## config.mk

```make
export PLATFORM = sky130hd
export DESIGN_NAME = tof_avg_filter_flat
export DESIGN_NICKNAME = d
export VERILOG_FILES = /design/src/rtl/tof_avg_filter_if.sv /design/src/rtl/tof_avg_filter.sv /design/src/flat_wrapper.sv
export SDC_FILE = /design/constraint.sdc
export NUM_CORES = 1
export LEC_CHECK = 0
export CORE_MARGIN = 2
export CORE_UTILIZATION = 30
export DETAILED_ROUTE_END_ITERATION = 10
export HOLD_SLACK_MARGIN = 0.12
export PLACE_DENSITY = 0.44
export SYNTH_ARGS = -nofsm -noshare
export SYNTH_HDL_FRONTEND = slang
export SYNTH_SLANG_ARGS = --single-unit
```

## constraint.sdc

```tcl
create_clock -name clk -period 3.8 [get_ports clk]
set_input_delay 0.57 -clock clk [delete_from_list [all_inputs] [get_ports clk]]
set_output_delay 0.57 -clock clk [all_outputs]
set_load 0.01 [all_outputs]
```

## src/rtl/tof_avg_filter_if.sv

```systemverilog
// rtl/tof_avg_filter_if.sv - sample/average bus between the TOF counter, the filter and the estimator
interface tof_avg_filter_if;
    logic signed [7:0] tof_count;
    logic              tof_ready;
    logic              clear;
    logic signed [7:0] avg_out;
    logic              avg_valid;
    logic              window_full;
    logic              stale;

    modport master (
        output tof_count, tof_ready, clear,
        input  avg_out, avg_valid, window_full, stale
    );

    modport slave (
        input  tof_count, tof_ready, clear,
        output avg_out, avg_valid, window_full, stale
    );
endinterface

```

## src/rtl/tof_avg_filter.sv

```systemverilog
// rtl/tof_avg_filter.sv - moving average over the last 2^LOG2_N TOF samples; TOF_TIMEOUT_EN adds a stale timeout
module tof_avg_filter #(
    parameter int LOG2_N  = 3,
    parameter int TIMEOUT = 1024
) (
    input  logic             clk,
    input  logic             reset_L,
    tof_avg_filter_if.slave  io_bus
);

    localparam int N  = 1 << LOG2_N;
    localparam int SW = 8 + LOG2_N;
    localparam logic [LOG2_N:0] FILL_LAST = (LOG2_N + 1)'(N - 1);
    localparam logic [LOG2_N:0] FILL_MAX  = (LOG2_N + 1)'(N);

    typedef enum logic {
        ST_FILL = 1'b0,
        ST_RUN  = 1'b1
    } state_t;

    state_t                r_state;
    state_t                w_state_nxt;
    logic signed [7:0]     r_buf [N];
    logic [LOG2_N-1:0]     r_wr_ptr;
    logic [LOG2_N:0]       r_fill;
    logic signed [SW-1:0]  r_sum;
    logic signed [7:0]     r_avg_out;
    logic                  r_avg_valid;
    logic                  r_pend;

    logic                  w_accept;
    logic                  w_flush;
    logic                  w_timeout;
    logic signed [SW-1:0]  w_sum_nxt;
    logic signed [SW-1:0]  w_avg_full;

    assign w_accept   = io_bus.tof_ready && !io_bus.clear;
    assign w_flush    = io_bus.clear || w_timeout;
    // Entries are zero while filling, so the subtraction is exact from the first sample.
    assign w_sum_nxt  = r_sum + SW'(io_bus.tof_count) - SW'(r_buf[r_wr_ptr]);
    assign w_avg_full = r_sum >>> LOG2_N;

`ifdef TOF_TIMEOUT_EN
    localparam logic [15:0] IDLE_MAX = 16'(TIMEOUT);

    logic [15:0] r_idle;
    logic        r_stale;

    assign w_timeout = !w_accept && !io_bus.clear && (r_idle == IDLE_MAX - 16'd1);

    always_ff @(posedge clk or negedge reset_L) begin
        if (!reset_L) begin
            r_idle  <= '0;
            r_stale <= 1'b0;
        end else begin
            if (w_accept || io_bus.clear)
                r_idle <= '0;
            else if (r_idle != IDLE_MAX)
                r_idle <= r_idle + 16'd1;

            if (w_accept)
                r_stale <= 1'b0;
            else if (w_timeout)
                r_stale <= 1'b1;
        end
    end

    assign io_bus.stale = r_stale;
`else
    logic w_unused_timeout;

    assign w_timeout        = 1'b0;
    assign w_unused_timeout = (TIMEOUT == 0);
    assign io_bus.stale     = 1'b0;
`endif

    always_ff @(posedge clk or negedge reset_L) begin
        if (!reset_L)
            r_state <= ST_FILL;
        else
            r_state <= w_state_nxt;
    end

    always_comb begin
        w_state_nxt = r_state;
        case (r_state)
            ST_FILL: begin
                if (w_flush)
                    w_state_nxt = ST_FILL;
                else if (w_accept && r_fill == FILL_LAST)
                    w_state_nxt = ST_RUN;
            end
            ST_RUN: begin
                if (w_flush)
                    w_state_nxt = ST_FILL;
            end
            default: w_state_nxt = ST_FILL;
        endcase
    end

    always_ff @(posedge clk or negedge reset_L) begin
        if (!reset_L) begin
            for (int i = 0; i < N; i++)
                r_buf[i] <= '0;
            r_wr_ptr    <= '0;
            r_fill      <= '0;
            r_sum       <= '0;
            r_avg_out   <= '0;
            r_avg_valid <= 1'b0;
            r_pend      <= 1'b0;
        end else begin
            r_avg_valid <= 1'b0;
            r_pend      <= 1'b0;

            // r_pend marks an accept that left the window full; publish its average one edge later.
            if (r_pend && !w_flush) begin
                r_avg_out   <= w_avg_full[7:0];
                r_avg_valid <= 1'b1;
            end

            if (w_flush) begin
                for (int i = 0; i < N; i++)
                    r_buf[i] <= '0;
                r_wr_ptr <= '0;
                r_fill   <= '0;
                r_sum    <= '0;
            end else if (w_accept) begin
                r_buf[r_wr_ptr] <= io_bus.tof_count;
                r_wr_ptr        <= r_wr_ptr + LOG2_N'(1);
                r_sum           <= w_sum_nxt;
                if (r_fill != FILL_MAX)
                    r_fill <= r_fill + (LOG2_N + 1)'(1);
                r_pend <= (w_state_nxt == ST_RUN);
            end
        end
    end

    assign io_bus.avg_out     = r_avg_out;
    assign io_bus.avg_valid   = r_avg_valid;
    assign io_bus.window_full = (r_state == ST_RUN);

endmodule

```

## src/flat_wrapper.sv

```systemverilog
// flat-port wrapper written by rule: the top's interface ports become plain ports
module tof_avg_filter_flat 
#(
    parameter int LOG2_N  = 3,
    parameter int TIMEOUT = 1024
)
  (clk, reset_L, io_bus_tof_count, io_bus_tof_ready, io_bus_clear, io_bus_avg_out, io_bus_avg_valid, io_bus_window_full, io_bus_stale);
  tof_avg_filter_if io_bus_i ();
  input  logic clk;
  input  logic reset_L;
  input wire logic [$bits(io_bus_i.tof_count)-1:0] io_bus_tof_count;
  input wire logic [$bits(io_bus_i.tof_ready)-1:0] io_bus_tof_ready;
  input wire logic [$bits(io_bus_i.clear)-1:0] io_bus_clear;
  output wire logic [$bits(io_bus_i.avg_out)-1:0] io_bus_avg_out;
  output wire logic [$bits(io_bus_i.avg_valid)-1:0] io_bus_avg_valid;
  output wire logic [$bits(io_bus_i.window_full)-1:0] io_bus_window_full;
  output wire logic [$bits(io_bus_i.stale)-1:0] io_bus_stale;
  assign io_bus_i.tof_count = io_bus_tof_count;
  assign io_bus_i.tof_ready = io_bus_tof_ready;
  assign io_bus_i.clear = io_bus_clear;
  assign io_bus_avg_out = io_bus_i.avg_out;
  assign io_bus_avg_valid = io_bus_i.avg_valid;
  assign io_bus_window_full = io_bus_i.window_full;
  assign io_bus_stale = io_bus_i.stale;
  tof_avg_filter #(.LOG2_N(LOG2_N), .TIMEOUT(TIMEOUT)) u_core (.clk(clk), .reset_L(reset_L), .io_bus(io_bus_i));
endmodule
```

# ---- Word level (Yosys, flattened, before mapping)
# Cells that the tools add are included.
dict set report totals {
  out_inout_bits 11
  reg_bits 93
}
dict set report classes {
  addsub 4
  eq_ne 2
  n_lt_le_gt_ge 2
  muxes 22
  n_bitwise 2
  n_reduce_logical 8
}
# op count
set ops {}
lappend ops {{2-to-1 mux 64 bit} 2}
lappend ops {{bitwise mux 64 bit} 1}
lappend ops {{binary-select mux 8 bit (select 3 bit)} 1}
lappend ops {{demux 8 bit (select 3 bit)} 1}
lappend ops {{2-to-1 mux 8 bit} 3}
lappend ops {{2-to-1 mux 11 bit} 2}
lappend ops {{2-to-1 mux 4 bit} 3}
lappend ops {{adder 11 x 8 -> 11 bit} 1}
lappend ops {{subtractor 11 x 8 -> 11 bit} 1}
lappend ops {{2-to-1 mux 1 bit} 6}
lappend ops {{2-to-1 mux 3 bit} 2}
lappend ops {{adder 4 x 1 -> 4 bit (second input constant)} 1}
lappend ops {{equality test 4 x 3 -> 1 bit (second input constant)} 1}
lappend ops {{>= comparator 4 bit (second input constant)} 1}
lappend ops {{logical AND 1 bit} 4}
lappend ops {{< comparator 4 x 1 -> 1 bit (second input constant)} 1}
lappend ops {{inequality test 4 bit (second input constant)} 1}
lappend ops {{inverter 3 -> 4 bit} 1}
lappend ops {{nonzero test 2 bit} 2}
lappend ops {{adder 3 x 1 -> 3 bit (second input constant)} 1}
lappend ops {{case mux 1 bit (2 select lines)} 1}
lappend ops {{AND reduction 2 bit} 1}
lappend ops {{logical NOT 1 bit} 1}
lappend ops {{inverter 1 bit} 1}

# ---- Logic depth before layout (Yosys ltp)
dict set report logic_depth {
  depth_word 8
  mapped_depth 17
  mapped_depth_nobuf 14
}

# ---- Worst setup path before layout
# Ideal clock, no wire load.
dict set report synth_path {
  path_type {flip-flop to flip-flop}
  start {register u_core.r_wr_ptr[2]}
  end {register u_core.r_sum[10]}
  path_slack_ns 0.204
  period_less_slack_ns 3.596
  required_ns 3.672
  path_stages_with_launch 13
  arrival_time_ns 3.468
  cell_sequence {dfrtp_1 -> clkbuf_1 -> clkbuf_1 -> mux4_2 -> mux2_2 -> fa_1 -> inv_1 -> ha_1 -> nor2b_4 -> o31a_1 -> o2111a_1 -> nor4_1 -> mux2_1}
}
dict set report synth_via {
  elab_chain_len 7
}
# element line
set synth_lines {}
lappend synth_lines {{start, declared} tof_avg_filter.sv:24} ;# logic [LOG2_N-1:0] r_wr_ptr;
lappend synth_lines {{start signal, assigned} tof_avg_filter.sv:129} ;# r_wr_ptr <= r_wr_ptr + LOG2_N'(1);
lappend synth_lines {{inverter 3 -> 4 bit (implied by the code)} tof_avg_filter.sv:40} ;# assign w_sum_nxt = r_sum + SW'(io_bus.tof_count) - SW'(r_buf[r_wr_ptr]);
lappend synth_lines {{binary-select mux 8 bit (select 3 bit)} tof_avg_filter.sv:40}
lappend synth_lines {{2-to-1 mux 8 bit (implied by the code) (2 in a row)} tof_avg_filter.sv:40}
lappend synth_lines {{subtractor 11 x 8 -> 11 bit} tof_avg_filter.sv:40}
lappend synth_lines {{2-to-1 mux 11 bit} tof_avg_filter.sv:127} ;# end else if (w_accept) begin
lappend synth_lines {{2-to-1 mux 11 bit} tof_avg_filter.sv:121} ;# if (w_flush) begin
lappend synth_lines {{end signal, assigned} tof_avg_filter.sv:130} ;# r_sum <= w_sum_nxt;
lappend synth_lines {{end, declared} tof_avg_filter.sv:26} ;# logic signed [SW-1:0] r_sum;
# No other way between the ends. The select of a mux whose other input is x is not followed.
# A chain may end at the register's enable or synchronous reset.

# ---- Worst setup path in the final report
dict set report layout_path {
  start {register u_core.r_wr_ptr[1]}
  end {register u_core.r_sum[10]}
}
# Same word-level chain as after synthesis.

==> qor.csv <==
stage,metric,value,unit
floorplan,die_w,135,µm
hold_path,hold_path.class,primary input to async pin,
floorplan,top_level_ports,23,
final_layout,nNetsFinal,659,
detailed_routing,dr.pass1.iters,4,
critical_path,cp.arrival,3.92,ns
global_route,grt_overflow,0,
floorplan,rows,48,
global_route,grt_pass1_vias,4276,
timing,period_needed,3.69,ns
synthesis,synth_top_area_cell,dfrtp_1,
timing,fin_crit_sh,97.0,%
flow_run,cap_viol_max_count,0,
clocking,cts_root_buf,clkbuf_16,
critical_path,path_buf_inv,2,
timing,skew,0.00729,ns
final_layout,syn_to_final_growth,18.2,%
critical_path,crit_type,flip-flop to flip-flop,
clocking,path_clk_slew,0.07,ns
timing,worst_pin_slew,0.941,ns
global_route,grt_pass1_wl,24600,µm
critical_path,critical-path-max-stage-delay,0.48,ns
synthesis,ys_warn_count,0,
clocking,numCtsBuffers,9,
final_layout,finalInstanceArea,0.00613,mm²
synthesis,syn_area,0.00519,mm²
detailed_routing,drtIter0Drc,268,
place,place_area,0.00575,mm²
clocking,clock_sink_count,93,
global_route,antenna_found_initial,0,
critical_path,reg2reg_to,u_core.r_sum[10],
timing,fmax,271,MHz
timing,hold_viol,0,
critical_path,endpoint_kind,flip-flop,
synthesis,ys_types,52,
critical_path,r2r_cells,13,
detailed_routing,vias,4247,
critical_path,path_cells,buf_12 > mux2_2 > a22oi_1 > nor2_1 > a221o_1 > fa_1 > inv_1 > ha_1 > o211a_1 > o31a_1 > o2111a_1 > nor4_2 > mux2_1,
floorplan,die_area,0.0184,mm²
final_layout,utilization,35.8,%
power,ir_worst_vdd,0.000215,V
final_layout,antennaDiodeCount,0,
global_route,grt.total_usage,17.9,%
final_layout,fin_cells,852,
clocking,holdBufCountCts,0,
global_route,grt_max_degree,46,
place,dpl.cell_count,834,
synthesis,synth_top_cells_by_count,"nand2_1, dfrtp_1, a21oi_1",
place,dp_hpwl,10500,µm
synthesis,synth_nets,631,
place,portBuffers,21,
power,p_per_area,500,mW/mm²
detailed_routing,wl_per_cell,17.9,µm
detailed_routing,totalWireLength,15300,µm
synthesis,synth-edff-count,0,
critical_path,crit_slowest_cell,fa_1,
clocking,clock_latency,0.35,ns
floorplan,start_util,30.3,%
synthesis,ys_seq_area_share,44.9,%
floorplan,core_area,0.0171,mm²
detailed_routing,vias_per_cell,4.98,
synthesis,syn_inst,594,
synthesis,yosys_register_bits,93,
floorplan,die_y,135,µm
detailed_routing,drtAntennaViolNets,0,
synthesis,async_reset_ff_share,100,%
critical_path,startpoint_type,flip-flop,
clocking,h-tree-depth,3,
timing,slew_violations,0,
place,gp_congestion,0.797,
outcome,status,completed,
synthesis,syn_area_per_cell,8.73,µm²
critical_path,reg2reg_slack,0.11,ns
critical_path,cp_max_fo,13,
synthesis,ys.flop_type,dfrtp_1,
power,p_leak,2.63,nW
timing,setup_viol,0,
synthesis,synth_top_area_share,44.9,%
critical_path,r2r_start,u_core.r_wr_ptr[1],
timing,rsz0062_at_grt,true,
timing,fin_tns_setup,0,ns
synthesis,synth_area_leaders,"dfrtp_1, nand2_1, a21oi_1, fa_1, ha_1",
clocking,ctsLongestPathBuffers,2,
final_layout,layout-drive-gt1-share,10.7,%
detailed_routing,drc,0,
critical_path,crit_required,4.04,ns
timing,max_slew_margin,36.8,%
critical_path,critPathTopFamily,compound AO/OA/AOI/OAI gates,
clocking,cts_tree,built,
synthesis,yosys.cell_count.top_type,nand2_1,
-- worst reg2reg max path, delay by kind of cell, from the launching register on --
kind	cells	cell delay (ns)
compound gates	5	1.09
fa+ha+maj	2	0.83
mux	2	0.70
flops	1	0.41
simple gates	2	0.34
buf+inv	2	0.20
-- final cells by class --
cell class / instances / area, µm²
fill: 1768 / 11000
multi-input combinational: 425 / 2580
sequential: 93 / 2330
timing repair buffer: 51 / 474
tap: 225 / 282
clock buffer: 10 / 239
inverter: 42 / 158
clock inverter: 6 / 71.3
-- state kept, by name, summed over array words and instances, names as in the netlist --
signal                     count
u_core.r_sum                  11
u_core.r_wr_ptr                3
u_core.io_bus.window_full      1
u_core.r_fill                  4
u_core.r_buf                  64
u_core.r_pend                  1
u_core.io_bus.avg_valid        1
u_core.io_bus.avg_out          8
-- how the worst max path moves through the flow --
stage / startpoint / end / cells past startpoint
2_1_floorplan: u_core.r_wr_ptr[2] / u_core.r_sum[10] / 12
5_1_grt: u_core.r_wr_ptr[2] / u_core.r_sum[10] / 14
3_3_place_gp: u_core.r_wr_ptr[1] / u_core.r_sum[10] / 11
3_5_place_dp: u_core.r_wr_ptr[1] / u_core.r_sum[10] / 11
4_1_cts: u_core.r_wr_ptr[1] / u_core.r_sum[10] / 11
6_report: u_core.r_wr_ptr[1] / u_core.r_sum[10] / 13
-- logic make-up (layout without fill, tap and decap cells) --
group / Yosys count / count (layout) / synth area share [%]
adder cells (fa/ha/maj): 25 / 25 / 7.48
other: 1 / 1 / 0.0723
AO/OA/AOI/OAI: 129 / 129 / 14.6
flip-flops: 93 / 93 / 44.9
multiplexers: 25 / 25 / 6.44
XOR/XNOR: 7 / 7 / 1.18
buffers and inverters: 76 / 109 / 5.98
AND/OR/NAND/NOR: 238 / 238 / 19.4
-- per-stage QoR --
stage / setup WS, ns / hold WS [ns] / power (mW)
after floorplan: 0.204 / 0.274 / 1.77
after global placement: 0.192 / 0.464 / 2.07
after detailed placement: 0.117 / 0.473 / 2.09
after CTS: 0.0950 / 0.247 / 3.06
after global routing: -0.0278 / 0.264 / 3.27
final: 0.115 / 0.220 / 3.07
-- report_power, final --
| group | internal (mW) | total, mW | leakage [nW] | switching (mW) |
|---|---|---|---|---|
| logic | 0.424 | 1.02 | 1.19 | 0.591 |
| clock network | 0.534 | 0.961 | 0.151 | 0.426 |
| registers | 1.05 | 1.09 | 1.28 | 0.0413 |
| total | 2.01 | 3.07 | 2.63 | 1.06 |
-- cells in the final DEF, fill, tap and decap left out, drive strengths merged, types with 10 or more instances in the layout --
master,netlist,layout
a21oi,79,79
buf,13,31
clkbuf,21,11
clkdlybuf4s50,0,19
dfrtp,93,93
fa,10,10
ha,15,15
inv,41,42
mux2i,12,12
nand2,158,158
nand3,11,11
nor2,33,33
o21ai,19,19
-- routing by layer --
layer | GRT usage (%) | up-vias | wire length, µm
met2 | 27.8 | 89 | 7120
met5 | 0 | - | 0
met4 | 6.08 | 0 | 288
li1 | - | 2049 | -
met1 | 25.6 | 2082 | 7370
met3 | 2.58 | 27 | 511
-- what timing repair did --
| action | 4_1_cts | 5_1_grt |
|---|---|---|
| setup endpoints to repair | 0 | 2 |
| setup buffers | 0 | 1 |
| resized for setup | 0 | 6 |
No activity file was read; power rests on OpenSTA's default activity.
